==> config.mk <==
export PLATFORM = sky130hd
export DESIGN_NAME = wu_stats_counter_flat
export DESIGN_NICKNAME = d
export VERILOG_FILES = /design/src/rtl/wu_stats_counter_pkg.sv /design/src/rtl/wu_stats_counter_if.sv /design/src/rtl/wu_stats_counter_ch.sv /design/src/rtl/wu_stats_counter.sv /design/src/flat_wrapper.sv
export SDC_FILE = /design/constraint.sdc
export NUM_CORES = 2
export LEC_CHECK = 0
export BUFFER_PORTS_ARGS = -buffer_cell sky130_fd_sc_hd__buf_2
export CORE_ASPECT_RATIO = 1.1
export CORE_MARGIN = 2
export CORE_UTILIZATION = 30
export CTS_BUF_LIST = sky130_fd_sc_hd__clkbuf_4
export CTS_CLUSTER_DIAMETER = 200
export DETAILED_ROUTE_END_ITERATION = 12
export REMOVE_ABC_BUFFERS = 1
export SYNTH_ARGS = -nofsm -noshare
export SYNTH_HDL_FRONTEND = slang
export SYNTH_SLANG_ARGS = --single-unit
export TNS_END_PERCENT = 50
==> constraint.sdc <==
create_clock -name clki -period 8.97 [get_ports clki]
set_input_delay 0.4485 -clock clki [delete_from_list [all_inputs] [get_ports clki]]
set_output_delay 0.4485 -clock clki [all_outputs]
set_load 0.01 [all_outputs]
==> src/rtl/wu_stats_counter_pkg.sv <==
// Shared definitions for the wake-up statistics counter.
//   - ch_state_e   : per-channel FSM state (IDLE / WINDOW)
//   - SAT_W        : working width of the generic saturating increment
//   - LAT_INIT_MIN : all-ones seed for the running minimum latency
//   - sat_inc()    : saturating +1; the width is a run-time argument so one
//                    function serves counters and latency values alike
package wu_stats_pkg;

  typedef enum logic [0:0] {
    ST_IDLE   = 1'b0,
    ST_WINDOW = 1'b1
  } ch_state_e;

  localparam int SAT_W = 64;

  localparam logic [SAT_W-1:0] LAT_INIT_MIN = {SAT_W{1'b1}};

  // Increment v, saturating at the all-ones value of a w-bit field.
  // v must be zero-extended by the caller; the caller keeps the low w bits.
  function automatic logic [SAT_W-1:0] sat_inc(input logic [SAT_W-1:0] v, input int w);
    logic [SAT_W-1:0] lim;
    lim = {SAT_W{1'b1}} >> (SAT_W - w);
    if (v >= lim) begin
      return lim;
    end else begin
      return v + {{(SAT_W-1){1'b0}}, 1'b1};
    end
  endfunction

endpackage

==> src/rtl/wu_stats_counter_if.sv <==
// Host / trigger-side bus of the wake-up statistics counter.
//   trig, wake_up, win_len, snap, sel : stimulus and readout control
//   rd_*                              : shadow statistics of channel sel
//   busy                              : per-channel "window open"
// master = host/generator side, slave = counter.
interface wu_stats_counter_if #(
  parameter int N_CH  = 2,
  parameter int CNT_W = 20,
  parameter int LAT_W = 32
);
  localparam int SEL_W = (N_CH > 1) ? $clog2(N_CH) : 1;

  logic             trig;
  logic [N_CH-1:0]  wake_up;
  logic [LAT_W-1:0] win_len;
  logic             snap;
  logic [SEL_W-1:0] sel;
  logic [CNT_W-1:0] rd_total;
  logic [CNT_W-1:0] rd_tp;
  logic [CNT_W-1:0] rd_fp;
  logic [CNT_W-1:0] rd_missed;
  logic [LAT_W-1:0] rd_lat_last;
  logic [LAT_W-1:0] rd_lat_min;
  logic [LAT_W-1:0] rd_lat_max;
  logic [N_CH-1:0]  busy;

  modport master (
    output trig, wake_up, win_len, snap, sel,
    input  rd_total, rd_tp, rd_fp, rd_missed, rd_lat_last, rd_lat_min, rd_lat_max, busy
  );

  modport slave (
    input  trig, wake_up, win_len, snap, sel,
    output rd_total, rd_tp, rd_fp, rd_missed, rd_lat_last, rd_lat_min, rd_lat_max, busy
  );

endinterface

==> src/rtl/wu_stats_counter_ch.sv <==
// One wake-up channel: synchroniser + edge detect on the asynchronous pin,
// IDLE/WINDOW classification FSM, live statistics and their snapshot copy.
//   clki, reset   : clock, synchronous active-high reset
//   wake_up_i     : raw asynchronous wake-up pin
//   trig_edge_i   : one-cycle trigger pulse from the top
//   snap_edge_i   : one-cycle snapshot pulse from the top
//   win_len_i     : window length (0 behaves as 1)
//   busy_o        : window open
//   sh_*_o        : shadow tp/fp/missed counts and last/min/max latency
module wu_stats_ch
  import wu_stats_pkg::*;
#(
  parameter int CNT_W       = 20,
  parameter int LAT_W       = 32,
  parameter int SYNC_STAGES = 2
) (
  input  logic             clki,
  input  logic             reset,
  input  logic             wake_up_i,
  input  logic             trig_edge_i,
  input  logic             snap_edge_i,
  input  logic [LAT_W-1:0] win_len_i,
  output logic             busy_o,
  output logic [CNT_W-1:0] sh_tp_o,
  output logic [CNT_W-1:0] sh_fp_o,
  output logic [CNT_W-1:0] sh_missed_o,
  output logic [LAT_W-1:0] sh_last_o,
  output logic [LAT_W-1:0] sh_min_o,
  output logic [LAT_W-1:0] sh_max_o
);

  localparam logic [LAT_W-1:0] LAT_ONE  = {{(LAT_W-1){1'b0}}, 1'b1};
  localparam logic [LAT_W-1:0] LAT_MINR = LAT_INIT_MIN[LAT_W-1:0];

  function automatic logic [CNT_W-1:0] cnt_inc(input logic [CNT_W-1:0] v);
    logic [SAT_W-1:0] t;
    t = sat_inc({{(SAT_W-CNT_W){1'b0}}, v}, CNT_W);
    return t[CNT_W-1:0];
  endfunction

  function automatic logic [LAT_W-1:0] lat_inc(input logic [LAT_W-1:0] v);
    logic [SAT_W-1:0] t;
    t = sat_inc({{(SAT_W-LAT_W){1'b0}}, v}, LAT_W);
    return t[LAT_W-1:0];
  endfunction

  logic [SYNC_STAGES-1:0] sync_q;
  logic                   wk_q;
  logic                   wk_edge_s;
  logic [LAT_W-1:0]       win_eff_s;

  ch_state_e        state_q, state_d;
  logic [LAT_W-1:0] e_q, e_d;
  logic             tp_ev_s, fp_ev_s, ms_ev_s;

  logic [CNT_W-1:0] tp_q, tp_d, fp_q, fp_d, ms_q, ms_d;
  logic [LAT_W-1:0] last_q, last_d, min_q, min_d, max_q, max_d;

  logic [CNT_W-1:0] sh_tp_q, sh_fp_q, sh_ms_q;
  logic [LAT_W-1:0] sh_last_q, sh_min_q, sh_max_q;

  // Synchroniser chain followed by the edge register.
  always_ff @(posedge clki) begin
    if (reset) begin
      sync_q <= {SYNC_STAGES{1'b0}};
      wk_q   <= 1'b0;
    end else begin
      sync_q <= {sync_q[SYNC_STAGES-2:0], wake_up_i};
      wk_q   <= sync_q[SYNC_STAGES-1];
    end
  end

  assign wk_edge_s = sync_q[SYNC_STAGES-1] & ~wk_q;

  // Effective window length and event classification against the current state.
  always_comb begin
    win_eff_s = (win_len_i == {LAT_W{1'b0}}) ? LAT_ONE : win_len_i;
    // A wake edge inside the window is a hit; an edge outside any valid window is a false positive.
    tp_ev_s = (state_q == ST_WINDOW) & wk_edge_s & (e_q <= win_eff_s);
    fp_ev_s = wk_edge_s & ~tp_ev_s;
    // The window is lost when it expires, when it is re-triggered, or when
    // a shrunk win_len leaves an edge arriving past the new limit.
    ms_ev_s = (state_q == ST_WINDOW) & ~tp_ev_s &
              (wk_edge_s | trig_edge_i | (e_q >= win_eff_s));
  end

  // FSM next state and elapsed-cycle counter.
  always_comb begin
    state_d = state_q;
    e_d     = e_q;
    case (state_q)
      ST_IDLE: begin
        if (trig_edge_i) begin
          state_d = ST_WINDOW;
          e_d     = LAT_ONE;
        end else begin
          state_d = ST_IDLE;
          e_d     = e_q;
        end
      end
      ST_WINDOW: begin
        if (trig_edge_i) begin
          // Old window is resolved above; a fresh one starts here.
          state_d = ST_WINDOW;
          e_d     = LAT_ONE;
        end else if (tp_ev_s || ms_ev_s) begin
          state_d = ST_IDLE;
          e_d     = e_q;
        end else begin
          state_d = ST_WINDOW;
          e_d     = lat_inc(e_q);
        end
      end
      default: begin
        state_d = ST_IDLE;
        e_d     = e_q;
      end
    endcase
  end

  // Live statistics next values.
  always_comb begin
    tp_d   = tp_ev_s ? cnt_inc(tp_q) : tp_q;
    fp_d   = fp_ev_s ? cnt_inc(fp_q) : fp_q;
    ms_d   = ms_ev_s ? cnt_inc(ms_q) : ms_q;
    last_d = tp_ev_s ? e_q : last_q;
    min_d  = (tp_ev_s && (e_q < min_q)) ? e_q : min_q;
    max_d  = (tp_ev_s && (e_q > max_q)) ? e_q : max_q;
  end

  // FSM state and live statistics registers.
  always_ff @(posedge clki) begin
    if (reset) begin
      state_q <= ST_IDLE;
      e_q     <= {LAT_W{1'b0}};
      tp_q    <= {CNT_W{1'b0}};
      fp_q    <= {CNT_W{1'b0}};
      ms_q    <= {CNT_W{1'b0}};
      last_q  <= {LAT_W{1'b0}};
      min_q   <= LAT_MINR;
      max_q   <= {LAT_W{1'b0}};
    end else begin
      state_q <= state_d;
      e_q     <= e_d;
      tp_q    <= tp_d;
      fp_q    <= fp_d;
      ms_q    <= ms_d;
      last_q  <= last_d;
      min_q   <= min_d;
      max_q   <= max_d;
    end
  end

  // Shadow copy of the pre-update live values on a snapshot pulse.
  always_ff @(posedge clki) begin
    if (reset) begin
      sh_tp_q   <= {CNT_W{1'b0}};
      sh_fp_q   <= {CNT_W{1'b0}};
      sh_ms_q   <= {CNT_W{1'b0}};
      sh_last_q <= {LAT_W{1'b0}};
      sh_min_q  <= LAT_MINR;
      sh_max_q  <= {LAT_W{1'b0}};
    end else if (snap_edge_i) begin
      sh_tp_q   <= tp_q;
      sh_fp_q   <= fp_q;
      sh_ms_q   <= ms_q;
      sh_last_q <= last_q;
      sh_min_q  <= min_q;
      sh_max_q  <= max_q;
    end else begin
      sh_tp_q   <= sh_tp_q;
      sh_fp_q   <= sh_fp_q;
      sh_ms_q   <= sh_ms_q;
      sh_last_q <= sh_last_q;
      sh_min_q  <= sh_min_q;
      sh_max_q  <= sh_max_q;
    end
  end

  assign busy_o      = (state_q == ST_WINDOW);
  assign sh_tp_o     = sh_tp_q;
  assign sh_fp_o     = sh_fp_q;
  assign sh_missed_o = sh_ms_q;
  assign sh_last_o   = sh_last_q;
  assign sh_min_o    = sh_min_q;
  assign sh_max_o    = sh_max_q;

endmodule

==> src/rtl/wu_stats_counter.sv <==
// Multi-channel wake-up statistics counter (top).
//   clki, reset : clock, synchronous active-high reset
//   bus (slave) : trig/wake_up/win_len/snap/sel in; rd_* shadow readout and
//                 per-channel busy out
// Holds the trigger and snapshot edge detectors, the shared trigger count
// and the readout mux; per-channel work lives in wu_stats_ch.
module wu_stats_counter
  import wu_stats_pkg::*;
#(
  parameter int N_CH        = 2,
  parameter int CNT_W       = 20,
  parameter int LAT_W       = 32,
  parameter int SYNC_STAGES = 2
) (
  input logic               clki,
  input logic               reset,
  wu_stats_counter_if.slave bus
);

  localparam int              SEL_W  = (N_CH > 1) ? $clog2(N_CH) : 1;
  localparam logic [SEL_W:0]  N_CH_V = (SEL_W+1)'(N_CH);

  function automatic logic [CNT_W-1:0] cnt_inc(input logic [CNT_W-1:0] v);
    logic [SAT_W-1:0] t;
    t = sat_inc({{(SAT_W-CNT_W){1'b0}}, v}, CNT_W);
    return t[CNT_W-1:0];
  endfunction

  logic             trig_q, snap_q;
  logic             trig_edge_s, snap_edge_s;
  logic [CNT_W-1:0] total_q, total_d, sh_total_q;
  logic [SEL_W-1:0] idx_s;
  logic [N_CH-1:0]  busy_s;

  logic [CNT_W-1:0] sh_tp_s   [N_CH];
  logic [CNT_W-1:0] sh_fp_s   [N_CH];
  logic [CNT_W-1:0] sh_ms_s   [N_CH];
  logic [LAT_W-1:0] sh_last_s [N_CH];
  logic [LAT_W-1:0] sh_min_s  [N_CH];
  logic [LAT_W-1:0] sh_max_s  [N_CH];

  // trig is already synchronous, so a single history flop suffices.
  assign trig_edge_s = bus.trig & ~trig_q;
  assign snap_edge_s = bus.snap & ~snap_q;
  assign total_d     = trig_edge_s ? cnt_inc(total_q) : total_q;

  // Edge-detect history, shared trigger count and its shadow.
  always_ff @(posedge clki) begin
    if (reset) begin
      trig_q     <= 1'b0;
      snap_q     <= 1'b0;
      total_q    <= {CNT_W{1'b0}};
      sh_total_q <= {CNT_W{1'b0}};
    end else begin
      trig_q     <= bus.trig;
      snap_q     <= bus.snap;
      total_q    <= total_d;
      sh_total_q <= snap_edge_s ? total_q : sh_total_q;
    end
  end

  for (genvar g = 0; g < N_CH; g++) begin : g_ch
    wu_stats_ch #(
      .CNT_W       (CNT_W),
      .LAT_W       (LAT_W),
      .SYNC_STAGES (SYNC_STAGES)
    ) u_ch (
      .clki        (clki),
      .reset       (reset),
      .wake_up_i   (bus.wake_up[g]),
      .trig_edge_i (trig_edge_s),
      .snap_edge_i (snap_edge_s),
      .win_len_i   (bus.win_len),
      .busy_o      (busy_s[g]),
      .sh_tp_o     (sh_tp_s[g]),
      .sh_fp_o     (sh_fp_s[g]),
      .sh_missed_o (sh_ms_s[g]),
      .sh_last_o   (sh_last_s[g]),
      .sh_min_o    (sh_min_s[g]),
      .sh_max_o    (sh_max_s[g])
    );
  end

  // Readout mux; an out-of-range select falls back to channel 0.
  always_comb begin
    if ({1'b0, bus.sel} < N_CH_V) begin
      idx_s = bus.sel;
    end else begin
      idx_s = {SEL_W{1'b0}};
    end
    bus.rd_total    = sh_total_q;
    bus.rd_tp       = sh_tp_s[idx_s];
    bus.rd_fp       = sh_fp_s[idx_s];
    bus.rd_missed   = sh_ms_s[idx_s];
    bus.rd_lat_last = sh_last_s[idx_s];
    bus.rd_lat_min  = sh_min_s[idx_s];
    bus.rd_lat_max  = sh_max_s[idx_s];
  end

  assign bus.busy = busy_s;

endmodule

==> src/flat_wrapper.sv <==
// flat-port wrapper written by rule: the top's interface ports become plain ports
module wu_stats_counter_flat import wu_stats_pkg::*;
#(
  parameter int N_CH        = 2,
  parameter int CNT_W       = 20,
  parameter int LAT_W       = 32,
  parameter int SYNC_STAGES = 2
)
  (clki, reset, bus_trig, bus_wake_up, bus_win_len, bus_snap, bus_sel, bus_rd_total, bus_rd_tp, bus_rd_fp, bus_rd_missed, bus_rd_lat_last, bus_rd_lat_min, bus_rd_lat_max, bus_busy);
  wu_stats_counter_if #(.N_CH(N_CH), .CNT_W(CNT_W), .LAT_W(LAT_W)) bus_i ();
  input logic clki;
  input logic reset;
  input wire logic [$bits(bus_i.trig)-1:0] bus_trig;
  input wire logic [$bits(bus_i.wake_up)-1:0] bus_wake_up;
  input wire logic [$bits(bus_i.win_len)-1:0] bus_win_len;
  input wire logic [$bits(bus_i.snap)-1:0] bus_snap;
  input wire logic [$bits(bus_i.sel)-1:0] bus_sel;
  output wire logic [$bits(bus_i.rd_total)-1:0] bus_rd_total;
  output wire logic [$bits(bus_i.rd_tp)-1:0] bus_rd_tp;
  output wire logic [$bits(bus_i.rd_fp)-1:0] bus_rd_fp;
  output wire logic [$bits(bus_i.rd_missed)-1:0] bus_rd_missed;
  output wire logic [$bits(bus_i.rd_lat_last)-1:0] bus_rd_lat_last;
  output wire logic [$bits(bus_i.rd_lat_min)-1:0] bus_rd_lat_min;
  output wire logic [$bits(bus_i.rd_lat_max)-1:0] bus_rd_lat_max;
  output wire logic [$bits(bus_i.busy)-1:0] bus_busy;
  assign bus_i.trig = bus_trig;
  assign bus_i.wake_up = bus_wake_up;
  assign bus_i.win_len = bus_win_len;
  assign bus_i.snap = bus_snap;
  assign bus_i.sel = bus_sel;
  assign bus_rd_total = bus_i.rd_total;
  assign bus_rd_tp = bus_i.rd_tp;
  assign bus_rd_fp = bus_i.rd_fp;
  assign bus_rd_missed = bus_i.rd_missed;
  assign bus_rd_lat_last = bus_i.rd_lat_last;
  assign bus_rd_lat_min = bus_i.rd_lat_min;
  assign bus_rd_lat_max = bus_i.rd_lat_max;
  assign bus_busy = bus_i.busy;
  wu_stats_counter #(.N_CH(N_CH), .CNT_W(CNT_W), .LAT_W(LAT_W), .SYNC_STAGES(SYNC_STAGES)) u_core (.clki(clki), .reset(reset), .bus(bus_i));
endmodule
After elaboration in Yosys (flattened, before gate mapping)
Index checks and enable logic that the tools add are counted.
- bits in registers: 738
- logic and storage cells: 145
- input bits: 39
- reductions and logical operators: 9
- bitwise logic cells: 27
- magnitude comparators: 18
- eq/ne operators: 4
- mux-type cells: 42
- $add $sub $neg: 9
- operator list (kind ; count):
    2-to-1 mux 32 bit ; 17
    2-to-1 mux 20 bit ; 16
    adder 20 x 1 -> 20 bit, second input constant ; 7
    greater-or-equal comparator 20 bit, second input constant ; 7
    one-hot mux 32 bit (2 select lines) ; 2
    adder 32 x 1 -> 32 bit, second input constant ; 2
    greater-or-equal comparator 32 bit ; 2
    greater-or-equal comparator 32 bit, second input constant ; 2
    > comparator 32 bit ; 2
    less-or-equal comparator 32 bit ; 2
    < comparator 32 bit ; 2
    logical NOT 32 bit ; 1
    bitwise AND 1 bit ; 14
    inverter 1 bit ; 8
    2-to-1 mux 1 bit ; 5
    logical AND 1 bit ; 4
    OR 1 bit ; 4
    one-hot mux 1 bit (2 select lines) ; 2
    AND reduction 2 bit ; 2
    != test 3 x 2 -> 1 bit, second input constant ; 1
    != test 3 bit, second input constant ; 1
    greater-or-equal comparator 2 bit, second input constant ; 1
    logical OR 1 bit ; 2
    != test 2 x 1 -> 1 bit, second input constant ; 1
    other kinds (2) ; 2

Longest topological paths before layout
- depth in word-level cells: 11
- mapped depth: 14
- gate-level depth less buffers: 12

Hierarchy
From an unflattened synthesis, not the netlist that was laid out.
- cells, all modules: 4113
- area, all modules: 36053.3 um^2
- by module, submodules not included (module ; area an instance (um^2) ; cells an instance ; instances ; seq. area each (um^2)):
    wu_stats_ch (u_core.g_ch[0].u_ch) ; 16308.1 ; 1863 ; 1 ; 6966.7
    wu_stats_ch (u_core.g_ch[1].u_ch) ; 16191.8 ; 1869 ; 1 ; 6966.7
    wu_stats_counter ; 3553.4 ; 381 ; 1 ; 840.8

Worst setup path after synthesis
Ideal clock, no wire load.
- path type: input port to flip-flop
- start point: in bus_win_len[25]
- end point: reg u_core.g_ch[1].u_ch.max_q[10]
- path slack: 5.768 ns
- data arrival time: 3.074 ns
- stages: 14
- setup time: 0.128 ns
- data required time: 8.842 ns
- cells stage by stage: nor4_1 -> nand4_1 -> o21bai_1 -> ha_1 -> nor2b_1 -> o211ai_1 -> a2111oi_0 -> o31a_2 -> or3_1 -> buf_2 -> a211oi_4 -> buf_6 -> mux2i_1 -> nor2_1
- cells in the longest elaborated chain, start to end: 5
- ends and longest elaborated chain (item ; line ; RTL):
    start, declared ; flat_wrapper.sv:15 ; input wire logic [$bits(bus_i.win_len)-1:0] bus_win_len;
    logical NOT 32 bit ; wu_stats_counter_ch.sv:77 ; win_eff_s = (win_len_i == {LAT_W{1'b0}}) ? LAT_ONE : win_len_i;
    2-to-1 mux 32 bit (*) ; wu_stats_counter_ch.sv:77 ;
    less-or-equal comparator 32 bit (*) ; wu_stats_counter_ch.sv:79 ; tp_ev_s = (state_q == ST_WINDOW) & wk_edge_s & (e_q <= win_eff_s);
    bitwise AND 1 bit (*) ; wu_stats_counter_ch.sv:79 ;
    logical AND 1 bit (*) ; wu_stats_counter_ch.sv:128 ; max_d = (tp_ev_s && (e_q > max_q)) ? e_q : max_q;
    end signal, assigned ; wu_stats_counter_ch.sv:141 ; max_q <= {LAT_W{1'b0}};
    end signal, assigned ; wu_stats_counter_ch.sv:150 ; max_q <= max_d;
    end, declared ; wu_stats_counter_ch.sv:57 ; logic [LAT_W-1:0] last_q, last_d, min_q, min_d, max_q, max_d;
Mark *: on every way between the ends. The rest lies on a longest branch, timed or not.
A chain may end at the register's enable or synchronous reset.

Worst setup path in the final report
- start point: reg u_core.g_ch[0].u_ch.e_q[22]
- end point: reg u_core.g_ch[0].u_ch.max_q[22]
- cells in the longest elaborated chain, start to end: 3
- ends and longest elaborated chain (item ; line ; RTL):
    start, declared ; wu_stats_counter_ch.sv:53 ; logic [LAT_W-1:0] e_q, e_d;
    start signal, assigned ; wu_stats_counter_ch.sv:135 ; e_q <= {LAT_W{1'b0}};
    less-or-equal comparator 32 bit ; wu_stats_counter_ch.sv:79 ;
    bitwise AND 1 bit ; wu_stats_counter_ch.sv:79 ;
    logical AND 1 bit ; wu_stats_counter_ch.sv:128 ;
    end signal, assigned ; wu_stats_counter_ch.sv:141 ;
    end signal, assigned ; wu_stats_counter_ch.sv:150 ;
    end, declared ; wu_stats_counter_ch.sv:57 ;
Parallel ways exist; a longest one is shown, timed or not.

==> impl_metrics.ini <==
[cts]
cts_sinks = 738
clkTransAtPathRegs_ps = 60
cts_resized = 0
clk_path_buf_depth = 3
cts_tree = done
post_cts_buffers = 0
cts_root_buf = clkbuf_4
cts_max_level = 4
cts_buffers = 187
clock_latency_ps = 1120

[sta]
finalCritPeriodShare_pct = 51.4
finalClockSkew_ps = 76.8
worst_pin_slew_ps = 1200
max_freq_ghz = 0.217
setup_ws_ps = 4360
drv_slew = 0
holdWs_ps = 247
period_needed_ps = 4610
rsz0062_at_grt = false
slew_headroom_pct = 19.6
hold_violations = 0
setup_violations = 0
fin_setup_tns_ps = 0

[worst_setup_path]
cp.required_ps = 9960
worstSetupStartpointType = register
critPathKind = register to register
endpoint_kind = register
reg2reg_depth = 11
r2r_setup_slack_ps = 4360
cp_max_fo = 32
critical_path_arrival_ps = 5600

[cells_and_area]
multiInputGateArea_um2 = 18500
syn_to_final_growth_pct = 13.9
fin_nets = 4740
nFillCells = 12200
layout-drive-gt1-share_pct = 16.2
fin_util_pct = 34.5
finalNonFillerCells = 6152
register_area_um2 = 14800
final_area_um2 = 40000

[placement]
dpl_cell_area_um2 = 37600
dp_cells = 5834
place.gp.congestion = 0.914
dp_hpwl_um = 78300
pre_cts_slack_ps = 3800
io_buffers = 216

[status]
status = complete, but fails checks
violations = DRC

[floorplanning]
io_pins = 217
num_rows = 131
die_height_um = 363
core_um2 = 116000
initial_core_util_pct = 30.3
dieArea_um2 = 120000
die_w_um = 330

[drt]
vias = 31400
antenna_left = 0
via_per_inst = 5.11
wl_um = 113000
wire_per_inst_um = 18.4
drt-initial-drc-count = 2446
drt_pass1_iterations = 9
drc = 26

[global_route]
grt_use_total_pct = 18.4
grt_antenna_before_repair = 2
grt_max_degree = 192
grt_overflow = 0
grt_pass1_vias = 29800
grt_pass1_wl_um = 172000

[synth]
ys_warn_count = 0
synth_top_cell_by_area = dfxtp_1
seq_area_frac_synth_pct = 42.0
syn_avg_cell_area_um2 = 8.18
synthesis.area_um2 = 35100
synth-async-reset-ratio_pct = 0
synth_edf_count = 0
netlist_instances = 4294
synth_top_flop_cell = dfxtp_1
synth_top_area_share_pct = 42.0
ys_ff_latch = 738
synthTopCellsByArea = dfxtp_1 42%, nand2_1 10%, a21oi_1 7.3%
synth.distinct_cells = 73

[pwr]
p_per_area_nw_per_um2 = 166
total_power_mw = 6.64
p_leak_nw = 15.8
max-vdd-ir-drop_mv = 0.0908

[job]
cap_violations = 0

[hold_path]
hold_class = input pin to register
worstHoldPathCells = 3
## registers in the layout (all words and copies together), names as in the netlist
| name | flops |
|---|---|
| u_core.g_ch.u_ch.max_q | 64 |
| u_core.g_ch.u_ch.e_q | 64 |
| u_core.g_ch.u_ch.last_q | 64 |
| u_core.g_ch.u_ch.busy_o | 2 |
| u_core.g_ch.u_ch.wk_q | 2 |
| u_core.trig_q | 1 |
| u_core.g_ch.u_ch.sh_max_o | 64 |
| u_core.g_ch.u_ch.sh_missed_o | 40 |
| u_core.g_ch.u_ch.min_q | 64 |
| u_core.g_ch.u_ch.ms_q | 40 |
| u_core.total_q | 20 |
| u_core.bus.rd_total | 20 |
| u_core.snap_q | 1 |
| u_core.g_ch.u_ch.sh_tp_o | 40 |
| u_core.g_ch.u_ch.sh_last_o | 64 |
| u_core.g_ch.u_ch.sync_q | 4 |
| u_core.g_ch.u_ch.tp_q | 40 |
| u_core.g_ch.u_ch.fp_q | 40 |
| u_core.g_ch.u_ch.sh_min_o | 64 |
| u_core.g_ch.u_ch.sh_fp_o | 40 |
## logic make-up after synthesis
kind of cell               after synthesis  share of synthesized area [%]
muxes                                  260                           7.96
AOI/OAI and AO/OA                      965                           16.1
adders and majority gates              199                           7.08
DFF                                    738                           42.0
xor gates and xnor gates                67                           1.67
buffers and inverters                  481                           5.33
and+or+nand+nor                       1584                           19.9
## routing by layer
metal / vias up / global-route usage (%) / share of wire (%)
met3: 198 / 4.83 / 6.6
li1: 15400 / - / -
met4: 0 / 6.31 / 2.7
met5: - / 0 / 0
met1: 15000 / 23.5 / 44
met2: 835 / 29.8 / 46
## cells in the final DEF (no fill, tap or decap), types with 30 or more instances in the layout
master / netlist / routed
a211oi_1: 30 / 30
inv_1: 218 / 218
o211ai_1: 106 / 106
ha_1: 199 / 199
nor4_1: 41 / 41
and3_1: 48 / 47
a21oi_1: 513 / 513
nand4_1: 75 / 75
nand3_1: 89 / 88
dfxtp_1: 738 / 738
buf_4: 5 / 56
buf_2: 18 / 214
nor2_1: 168 / 167
clkbuf_4: 0 / 279
xnor2_1: 47 / 47
mux2i_1: 103 / 103
mux2_2: 157 / 157
nand2_1: 964 / 964
o21ai_0: 164 / 163
nor3_1: 98 / 97
## cells in the mapped netlist, types with 89 or more instances
cell type    n
dfxtp_1    738
clkbuf_1   220
o21ai_0    164
ha_1       199
a21oi_1    513
nand2_1    964
nor3_1      98
mux2_2     157
inv_1      218
nand3_1     89
mux2i_1    103
o211ai_1   106
nor2_1     168
## what timing repair did
action | in CTS | in global routing
endpoints found under the hold margin | 118 | 0
setup endpoints to repair | 0 | 0
hold buffers | 8 | 0
## power breakdown
group / internal [mW] / switching [mW] / total, mW
logic: 0.0982 / 0.267 / 0.365
clock network: 1.57 / 1.38 / 2.95
registers: 3.31 / 0.0237 / 3.33
total: 4.98 / 1.67 / 6.64
## worst max-delay path, cell delays in order, from the launching register on
cell      delay [ps]
dfxtp_1          760
ha_1             360
nand4_1          140
nor3_1            70
a221oi_1         690
nand2_1          260
o21bai_1         370
nand3_2          380
buf_4            390
a211oi_4         190
buf_4            610
mux2i_1          260
## path summary, 6_finish.rpt
kind | from | endpoint
min | bus_snap | u_core.snap_q
min reg2reg | u_core.g_ch[1].u_ch.ms_q[6] | u_core.g_ch[1].u_ch.sh_missed_o[6]
max reg2reg | u_core.g_ch[0].u_ch.e_q[22] | u_core.g_ch[0].u_ch.max_q[22]
max | u_core.g_ch[0].u_ch.e_q[22] | u_core.g_ch[0].u_ch.max_q[22]
## area by class of cell
cell class | count | area share [%]
Antenna cell | 7 | 0.0437
Clock buffer | 279 | 5.23
Clock inverter | 24 | 0.644
Inverter | 219 | 2.07
Multi-Input combinational cell | 3075 | 46.3
Sequential cell | 738 | 36.9
Tap cell | 1529 | 4.78
Timing Repair Buffer | 281 | 4.04
(Power assumes the default switching activity.)
